===== src/rtl/spypath_sched_pkg.sv =====
// Shared types and helpers for the spy-path delay scheduler.
package spypath_sched_pkg;

  typedef enum logic [2:0] {
    S_IDLE,
    S_SEEK,
    S_LAUNCH,
    S_SETTLE,
    S_CAPTURE,
    S_EVAL,
    S_DONE
  } state_e;

  localparam int DEF_NUM_PATHS = 8;
  localparam int DEF_REP_W     = 16;
  localparam int DEF_CNT_W     = 16;
  localparam int DEF_SETTLE_W  = 4;

  // Increment v, holding at the all-ones value of a w-bit counter (w <= 32).
  function automatic logic [31:0] sat_inc(input logic [31:0] v, input int unsigned w);
    logic [32:0] max_v;
    max_v = (33'd1 << w) - 33'd1;
    return (33'(v) >= max_v) ? v : v + 32'd1;
  endfunction

endpackage


===== src/rtl/pd_settle_timer.sv =====
// Loadable down-counter timing the settle window between launch and capture.
module pd_settle_timer #(
  parameter int W = 4
) (
  input  logic         clk,
  input  logic         rst,
  input  logic         load,
  input  logic [W-1:0] value,
  output logic         expire
);

  logic [W-1:0] count_q, count_d;

  always_comb begin
    count_d = count_q;
    if (load)
      count_d = value;
    else if (count_q != '0)
      count_d = count_q - W'(1);
  end

  always_ff @(posedge clk) begin
    if (rst) count_q <= '0;
    else     count_q <= count_d;
  end

  assign expire = (count_q <= W'(1));

endmodule


===== src/rtl/spypath_delay_scheduler.sv =====
// Sequences launch transitions through enabled spy paths and counts late/wrong captures.
module spypath_delay_scheduler
  import spypath_sched_pkg::*;
#(
  parameter int NUM_PATHS = DEF_NUM_PATHS,
  parameter int REP_W     = DEF_REP_W,
  parameter int CNT_W     = DEF_CNT_W,
  parameter int SETTLE_W  = DEF_SETTLE_W,
  parameter int RD_W      = (NUM_PATHS > 1) ? $clog2(NUM_PATHS) : 1
) (
  input  logic                 clk,
  input  logic                 rst,
  input  logic                 start,
  input  logic [REP_W-1:0]     cfg_reps,
  input  logic [SETTLE_W-1:0]  cfg_settle,
  input  logic [NUM_PATHS-1:0] cfg_mask,
  input  logic [NUM_PATHS-1:0] cfg_pol,
  output logic [NUM_PATHS-1:0] launch,
  input  logic [NUM_PATHS-1:0] path_out,
  output logic                 busy,
  output logic                 done,
  output logic                 err_any,
  input  logic [RD_W-1:0]      rd_idx,
  output logic [CNT_W-1:0]     rd_cnt
);

  // Index must be able to point one past the last path to signal end of search.
  localparam int IDX_W = $clog2(NUM_PATHS + 1);

  state_e               state_q, state_d;
  logic [IDX_W-1:0]     idx_q, idx_d;
  logic [REP_W-1:0]     reps_q, reps_d;
  logic [SETTLE_W-1:0]  settle_q, settle_d;
  logic [NUM_PATHS-1:0] mask_q, mask_d;
  logic [NUM_PATHS-1:0] pol_q, pol_d;
  logic [NUM_PATHS-1:0] launch_q, launch_d;
  logic                 err_q, err_d;
  logic                 cap_q, cap_d;
  logic [REP_W:0]       trans_q, trans_d;
  logic [CNT_W-1:0]     cnt_q [NUM_PATHS];
  logic [CNT_W-1:0]     cnt_d [NUM_PATHS];

  logic [RD_W-1:0]      sel;
  logic [SETTLE_W-1:0]  s_eff;
  logic                 found;
  logic [IDX_W-1:0]     seek_idx;
  logic                 tmr_load;
  logic                 tmr_expire;

  assign sel   = idx_q[RD_W-1:0];
  assign s_eff = (settle_q == '0) ? SETTLE_W'(1) : settle_q;

  always_comb begin
    found    = 1'b0;
    seek_idx = idx_q;
    for (int i = 0; i < NUM_PATHS; i++) begin
      if (!found && (i >= int'(idx_q)) && mask_q[i]) begin
        found    = 1'b1;
        seek_idx = IDX_W'(i);
      end
    end
  end

  // The timer covers the SETTLE cycles only; CAPTURE supplies the final settle edge.
  pd_settle_timer #(.W(SETTLE_W)) u_timer (
    .clk    (clk),
    .rst    (rst),
    .load   (tmr_load),
    .value  (s_eff - SETTLE_W'(1)),
    .expire (tmr_expire)
  );

  always_comb begin
    state_d  = state_q;
    idx_d    = idx_q;
    reps_d   = reps_q;
    settle_d = settle_q;
    mask_d   = mask_q;
    pol_d    = pol_q;
    launch_d = launch_q;
    err_d    = err_q;
    cap_d    = cap_q;
    trans_d  = trans_q;
    cnt_d    = cnt_q;
    tmr_load = 1'b0;
    case (state_q)
      S_IDLE: begin
        if (start) begin
          reps_d   = cfg_reps;
          settle_d = cfg_settle;
          mask_d   = cfg_mask;
          pol_d    = cfg_pol;
          for (int i = 0; i < NUM_PATHS; i++) cnt_d[i] = '0;
          err_d    = 1'b0;
          idx_d    = '0;
          trans_d  = '0;
          launch_d = '0;
          state_d  = S_SEEK;
        end
      end
      S_SEEK: begin
        trans_d = '0;
        if (!found || (reps_q == '0)) begin
          state_d = S_DONE;
        end else begin
          idx_d   = seek_idx;
          state_d = S_LAUNCH;
        end
      end
      S_LAUNCH: begin
        launch_d[sel] = ~launch_q[sel];
        tmr_load      = 1'b1;
        state_d       = (s_eff == SETTLE_W'(1)) ? S_CAPTURE : S_SETTLE;
      end
      S_SETTLE: begin
        if (tmr_expire) state_d = S_CAPTURE;
      end
      S_CAPTURE: begin
        cap_d   = path_out[sel];
        state_d = S_EVAL;
      end
      S_EVAL: begin
        if (cap_q != (launch_q[sel] ^ pol_q[sel])) begin
          cnt_d[sel] = CNT_W'(sat_inc(32'(cnt_q[sel]), CNT_W));
          err_d      = 1'b1;
        end
        // An even number of toggles leaves the launch level back at 0.
        if ((trans_q + (REP_W+1)'(1)) == {reps_q, 1'b0}) begin
          idx_d   = idx_q + IDX_W'(1);
          state_d = S_SEEK;
        end else begin
          trans_d = trans_q + (REP_W+1)'(1);
          state_d = S_LAUNCH;
        end
      end
      S_DONE:  state_d = S_IDLE;
      default: state_d = S_IDLE;
    endcase
  end

  always_ff @(posedge clk) begin
    if (rst) begin
      state_q  <= S_IDLE;
      idx_q    <= '0;
      reps_q   <= '0;
      settle_q <= '0;
      mask_q   <= '0;
      pol_q    <= '0;
      launch_q <= '0;
      err_q    <= 1'b0;
      cap_q    <= 1'b0;
      trans_q  <= '0;
      for (int i = 0; i < NUM_PATHS; i++) cnt_q[i] <= '0;
    end else begin
      state_q  <= state_d;
      idx_q    <= idx_d;
      reps_q   <= reps_d;
      settle_q <= settle_d;
      mask_q   <= mask_d;
      pol_q    <= pol_d;
      launch_q <= launch_d;
      err_q    <= err_d;
      cap_q    <= cap_d;
      trans_q  <= trans_d;
      for (int i = 0; i < NUM_PATHS; i++) cnt_q[i] <= cnt_d[i];
    end
  end

  assign launch  = launch_q;
  assign err_any = err_q;
  assign busy    = (state_q != S_IDLE) && (state_q != S_DONE);
  assign done    = (state_q == S_DONE);

  always_comb begin
    rd_cnt = '0;
    if (32'(rd_idx) < NUM_PATHS) rd_cnt = cnt_q[rd_idx];
  end

endmodule


===== config.mk =====
export PLATFORM = sky130hd
export DESIGN_NAME = spypath_delay_scheduler
export DESIGN_NICKNAME = d
export VERILOG_FILES = /design/src/rtl/spypath_sched_pkg.sv /design/src/rtl/pd_settle_timer.sv /design/src/rtl/spypath_delay_scheduler.sv
export SDC_FILE = /design/constraint.sdc
export NUM_CORES = 1
export LEC_CHECK = 0
export BUFFER_PORTS_ARGS = -buffer_cell sky130_fd_sc_hd__buf_2
export CAP_MARGIN = 20
export CORE_AREA = 8 8 152 154
export CTS_CLUSTER_DIAMETER = 120
export CTS_CLUSTER_SIZE = 24
export DETAILED_ROUTE_END_ITERATION = 8
export DIE_AREA = 0 0 160 162
export GPL_TIMING_DRIVEN = 0
export PLACE_DENSITY = 0.79
export SLEW_MARGIN = 20
export SYNTH_ARGS = -nofsm -noshare
export SYNTH_HDL_FRONTEND = slang
export SYNTH_SLANG_ARGS = --single-unit

===== constraint.sdc =====
create_clock -name clk -period 3.27 [get_ports clk]
set_input_delay 0.4905 -clock clk [delete_from_list [all_inputs] [get_ports clk]]
set_output_delay 0.4905 -clock clk [all_outputs]
set_load 0.02 [all_outputs]

## Yosys cells after proc, flatten, opt, wreduce, memory -nomap -nowiden

Index checks and enable logic that the tools add are counted.

| operators by class | value |
|---|---|
| bitwise operators | 4 |
| $add $sub $neg | 5 |
| mux-type cells | 60 |
| reduce and logical (&&, ||, !) cells | 42 |
| $lt $le $gt $ge | 15 |
| eq/ne operators | 17 |

Operators by type and width:

| kind | number |
|---|---|
| 128-bit 2-to-1 mux | 2 |
| 128-bit one-hot mux with 2 select lines | 1 |
| 128-bit bitwise mux | 1 |
| 16-bit binary-select mux with 3-bit select | 2 |
| 16-bit 2-to-1 mux | 6 |
| 4-bit 2-to-1 mux | 14 |
| 17-bit one-hot mux with 3 select lines | 1 |
| 16-bit demux with 3-bit select | 1 |
| 17-bit 2-to-1 mux | 2 |
| 1-bit logical AND | 18 |
| 3-bit one-hot mux with 6 select lines | 1 |
| 17-bit by 1-bit adder with 17-bit output (second input constant) | 1 |
| 17-bit equality test | 1 |
| 16-bit by 1-bit adder with 16-bit output (second input constant) | 1 |
| 16-bit >= comparator (second input constant) | 1 |
| 3-bit by 4-bit >= comparator with 1-bit output (first input constant) | 4 |
| 16-bit zero test | 1 |
| 8-bit one-hot mux with 2 select lines | 1 |
| 1-bit 2-to-1 mux | 15 |
| 3-bit 2-to-1 mux | 4 |
| 2-bit inequality test (second input constant) | 6 |
| 4-bit one-hot mux with 3 select lines | 1 |
| 1-bit binary-select mux with 3-bit select | 3 |
| 3-bit equality test (second input constant) | 3 |
| other kinds (33) | 52 |

| storage, ports and cells | value |
|---|---|
| bits of input ports | 50 |
| logic and storage cells | 162 |
| bits in registers | 202 |

## Depth between registers and ports, before layout

| depth | value |
|---|---|
| depth in word-level cells | 35 |
| mapped depth | 13 |
| mapped depth without buffers | 10 |

## Modules after synthesis

A second synthesis with hierarchy kept.

| second synthesis, totals | value |
|---|---|
| cells, all modules | 1156 |
| area, all modules | 11103.1 um^2 |

Modules (own cells, without submodules):

| module | times used | seq. area each (um^2) | cells an instance | area each (um^2) |
|---|---|---|---|---|
| spypath_delay_scheduler | 1 | 3963.8 | 1129 | 10850.4 |
| pd_settle_timer | 1 | 80.1 | 27 | 252.7 |

## Worst setup path after synthesis

OpenSTA, ideal clock, no wires.

| path | value |
|---|---|
| kind | register to register |
| start | register idx_q[1] |
| end | register cnt_q[20] (netlist name) |
| slack | 0.129 ns |
| library setup time | 0.060 ns |
| period minus slack after synthesis | 3.141 ns |
| arrival time | 3.081 ns |
| cell stages (with the launch flop) | 14 |
| cells stage by stage | dfxtp_1 > buf_2 > buf_4 > buf_4 > and2_1 > a22oi_1 > o22ai_1 > ha_1 > inv_1 > nor4b_2 > and2_1 > nand2_2 > a21oi_1 > a22o_1 |

| on the way | value |
|---|---|
| word-level cells in the longest chain between the ends | 9 |
| elaborated cells on any way between the ends | 23 |
| those cells by class | add/sub (1); order compare (3); eq/ne (2); mux (13); bitwise (2); reduce/logical (2) |

RTL lines:

| element | line | source |
|---|---|---|
| from (decl) | spypath_delay_scheduler.sv:31 | `logic [IDX_W-1:0] idx_q, idx_d;` |
| from (signal assigned) | spypath_delay_scheduler.sv:156 | `idx_q <= idx_d;` |
| 3-bit inverter with 4-bit output (not written as such) | spypath_delay_scheduler.sv:124 | `cnt_d[sel] = CNT_W'(sat_inc(32'(cnt_q[sel]), CNT_W));` |
| 16-bit binary-select mux with 3-bit select | spypath_delay_scheduler.sv:124 |  |
| 16-bit 2-to-1 mux (not written as such) (2 in a row) | spypath_delay_scheduler.sv:124 |  |
| 16-bit by 1-bit adder with 16-bit output / 16-bit >= comparator (equally long branches) | spypath_sched_pkg.sv:23 | `return (33'(v) >= max_v) ? v : v + 32'd1;` |
| 16-bit 2-to-1 mux | spypath_sched_pkg.sv:23 |  |
| 128-bit bitwise mux | spypath_delay_scheduler.sv:124 |  |
| 128-bit 2-to-1 mux | spypath_delay_scheduler.sv:123 | `if (cap_q != (launch_q[sel] ^ pol_q[sel])) begin` |
| 128-bit one-hot mux with 2 select lines | spypath_delay_scheduler.sv:86 | `case (state_q)` |
| to (decl) | spypath_delay_scheduler.sv:40 | `logic [CNT_W-1:0] cnt_q [NUM_PATHS];` |

Several ways; a longest one is shown, not always the timed one. The select of a mux whose other input is x is not followed.
A chain may end at the register's enable or synchronous reset.

## Worst setup path in the final report

| path | value |
|---|---|
| start | register idx_q[0] |
| end | register cnt_q[55] (netlist name) |

Same word-level chain as after synthesis.

==> key figures <==
Run status
  • Outcome: completed

Critical path
  • Setup crit start kind: register
  • Worst setup path category: reg2reg
  • Crit path max fanout: 10
  • Worst Setup End Kind: register
  • Required @ worst endpoint: 3.71 ns
  • R2r worst-path depth: 14
  • Worst r2r dst: cnt_q[55]
  • CP arrival: roughly 3.7 ns
  • Worst r2r src: idx_q[0]
  • FF-to-FF setup slack: about 0.043 ns

Global route
  • Initial antenna violation count: 0
  • Congestion Overflow GR: 0
  • Total track usage: between 20% and 30%
  • Largest net degree at the start of global routing: 25
  • First-pass GRT wire length: about 58000 um
  • Vias in the first global route: approximately 10000

STA
  • Clk_skew: 0.0259 ns
  • Worst-Margin Slew: slightly above 0.9 ns
  • Slew HR: 37.2%
  • Fmax: slightly above 300 MHz
  • Endpoints failing hold: 0
  • Hold_ws: about 0.23 ns
  • Tcrit/Tclk final: 98.7%
  • Max-slew violation count: 0
  • Final setup fails: 0
  • Fin crit period: 3.23 ns

Yosys
  • Post-synthesis register bit count: between 200 and 250
  • EDFF count, synth: 0
  • Ys Warns: 0
  • Leading cell types by count after synthesis: dfxtp_1 (202), nand2_1 (134), a22o_1 (102), a21oi_1 (79), nor2_1 (46)
  • Synth area leader: dfxtp_1
  • Ys flop type: dfxtp_1
  • Most frequent cell after synthesis: dfxtp_1
  • Syn nets: between 1000 and 1500
  • Ys async rst share: 0%
  • Synthesized area: ~0.011 mm2
  • Distinct cells, synth: 89
  • Post-synthesis sequential area ratio: a little over a third
  • Synth area leaders: dfxtp_1 (36%), a22o_1 (8.0%), mux4_2 (7.7%)
  • Syn Inst Count: between 1000 and 1500
  • Syn_area_per_cell: 9.61 um2
  • Area share of the largest cell type after synthesis: approximately 36%

Min path
  • Hold worst-path end: settle_q[1]
  • Hold Crit Start: cfg_settle[1]
  • Hold Path Cell Cnt: 3
  • Hold Path Class: in2reg

Floorplanning
  • Starting density of the core: 53.9%
  • Die span in y: about 160 um
  • FP Rows: 53
  • Die area: 0.0259 mm2
  • Core area: 0.0207 mm2
  • Boundary Pins: between 70 and 80
  • Die X: approximately 160 um

CTS
  • Max H-tree Level: 1
  • Clock buffer count from CTS: 12
  • Clock Latency Late Sink: a little under 0.5 ns
  • Clock sinks: roughly 200
  • CTS tree: yes
  • Worst-path clk slew: about 0.11 ns
  • Root buffer cell: clkbuf_16
  • Max Buffers Root-to-Sink: 3
  • Hold-fix buffers at CTS: 0

Pwr
  • Static Leakage: 4.78 nW
  • Max VDD drop: 431 uV
  • P per Cell Area: 604 mW/mm2

Layout
  • Area Overhead vs Synth: 16.5%
  • Post-route insts no fill: between 1500 and 2000
  • Share of layout cells above drive strength 1: 25.8%
  • Nets: roughly 1300
  • Reg area: slightly above 0.004 mm2
  • Ant. Diodes: 0
  • Multi-input gate area: about 0.007 mm2
  • Fillers: between 1500 and 2000

Placed design
  • Number of port buffers: 74
  • Hpwl dp: approximately 26000 um
  • Placed Instances: roughly 1500
  • RD Place Congestion: approximately 0.98

Drt
  • DRT Wirelength: around 38000 um
  • Initial DRC count: ~1500
  • WL per Instance: 24.8 um
  • Final ANT Viol Nets: 0
  • # DRC: 0
  • Number of vias in the routed layout: 10700
  • DRT Pass-1 Iters: 7
  • Via-to-Cell Ratio: 6.94

Run
  • Max_cap viols: 0
==> cells in the final DEF (no fill, tap or decap), types with 12 or more instances in the layout <==
master	count
a31oi_1	12
clkbuf_16	13
nor2_1	37
buf_4	31
o211ai_1	12
nor3_1	14
clkbuf_1	40
buf_2	85
mux4_2	38
a22o_1	102
inv_1	19
mux2_2	27
nand2_1	129
o2bb2ai_1	22
nand3_1	35
nand4_1	17
dfxtp_1	199
a21oi_1	74
mux2i_1	19
o21ai_0	19
==> worst max path at each step <==
stage,startpoint,end,slack (ns),depth (start not counted)
floorplan,idx_q[1],cnt_q[20],0.13,13
global placement,idx_q[1],cnt_q[52],-1.04,13
detailed placement,idx_q[1],cnt_q[52],-1.12,13
CTS,idx_q[1],cnt_q[22],0.003,13
global route,idx_q[0],cnt_q[55],-0.05,14
finish,idx_q[0],cnt_q[55],0.04,14
==> repair_timing <==
action	4_1_cts	5_1_grt
endpoints found under the setup margin	151	138
gates resized for setup	76	54
pin swaps	9	12
gates cloned	0	1
endpoints found under the hold margin	0	0
buffers inserted	12	13
==> flip-flops by register name, summed over array words and instances (netlist names) <==
signal and cells:
err_any 1, mask_q 8, trans_q 17, pol_q 8, cnt_q 128, launch 8, reps_q 16, idx_q 4
settle_q 4, cap_q 1, state_q 3, u_timer.count_q 4
==> where the power goes <==
group | leakage [nW] | internal [mW] | switching (mW)
sequential | 1.64 | 2.62 | 0.149
clock | 0.167 | 0.728 | 0.885
combinational | 2.98 | 1.18 | 2.28
total | 4.78 | 4.53 | 3.32
==> area by class of cell <==
type / count / area share, %
multi-input cells: 845 / 54.0
flip-flops and latches: 202 / 31.2
plain buffers: 93 / 4.55
repair buffers: 99 / 4.39
well taps: 275 / 2.65
clock buffers: 13 / 2.50
inverters: 20 / 0.578
clock inverters: 1 / 0.125
==> cells by family after synthesis <==
family | share of synthesized area [%]
fa+ha+maj | 1.12
compound gates | 25.4
buf+inv | 5.07
simple gates | 15.6
flops | 36.3
mux | 14.3
xor+xnor | 2.31
==> critical path, cell delays in order, from the launching register on <==
cell and delay, ns:
dfxtp_1 0.39, buf_8 0.13, buf_12 0.15, buf_8 0.18, mux4_2 0.52, nand2_2 0.14
nand2_2 0.13, ha_4 0.20, inv_1 0.10, nor4b_4 0.05, buf_4 0.20, a41oi_4 0.26
nand2_2 0.16, xnor2_4 0.34, a22o_1 0.21
==> per-stage QoR <==
stage	cell area [um2]	util (%)	setup TNS (ns)	worst slack [ns]	power, mW
floorplan	11200	-	0	0.129	4.91
global placement	11900	57.3	-105.57	-1.04	5.80
detailed placement	11900	57.3	-115.74	-1.12	5.83
CTS	12600	61.1	0	0.00290	7.57
global route	13000	62.8	-0.433	-0.0512	8.13
finish	13000	62.8	0	0.0432	7.85
==> routing by layer <==
layer  part of all wire [%]  track usage [%]
met1                     40             37.8
met2                     44             43.0
met3                     11             5.69
met4                    4.3             11.9
met5                      0                0
Note: power is estimated with default switching activity, not from simulation.
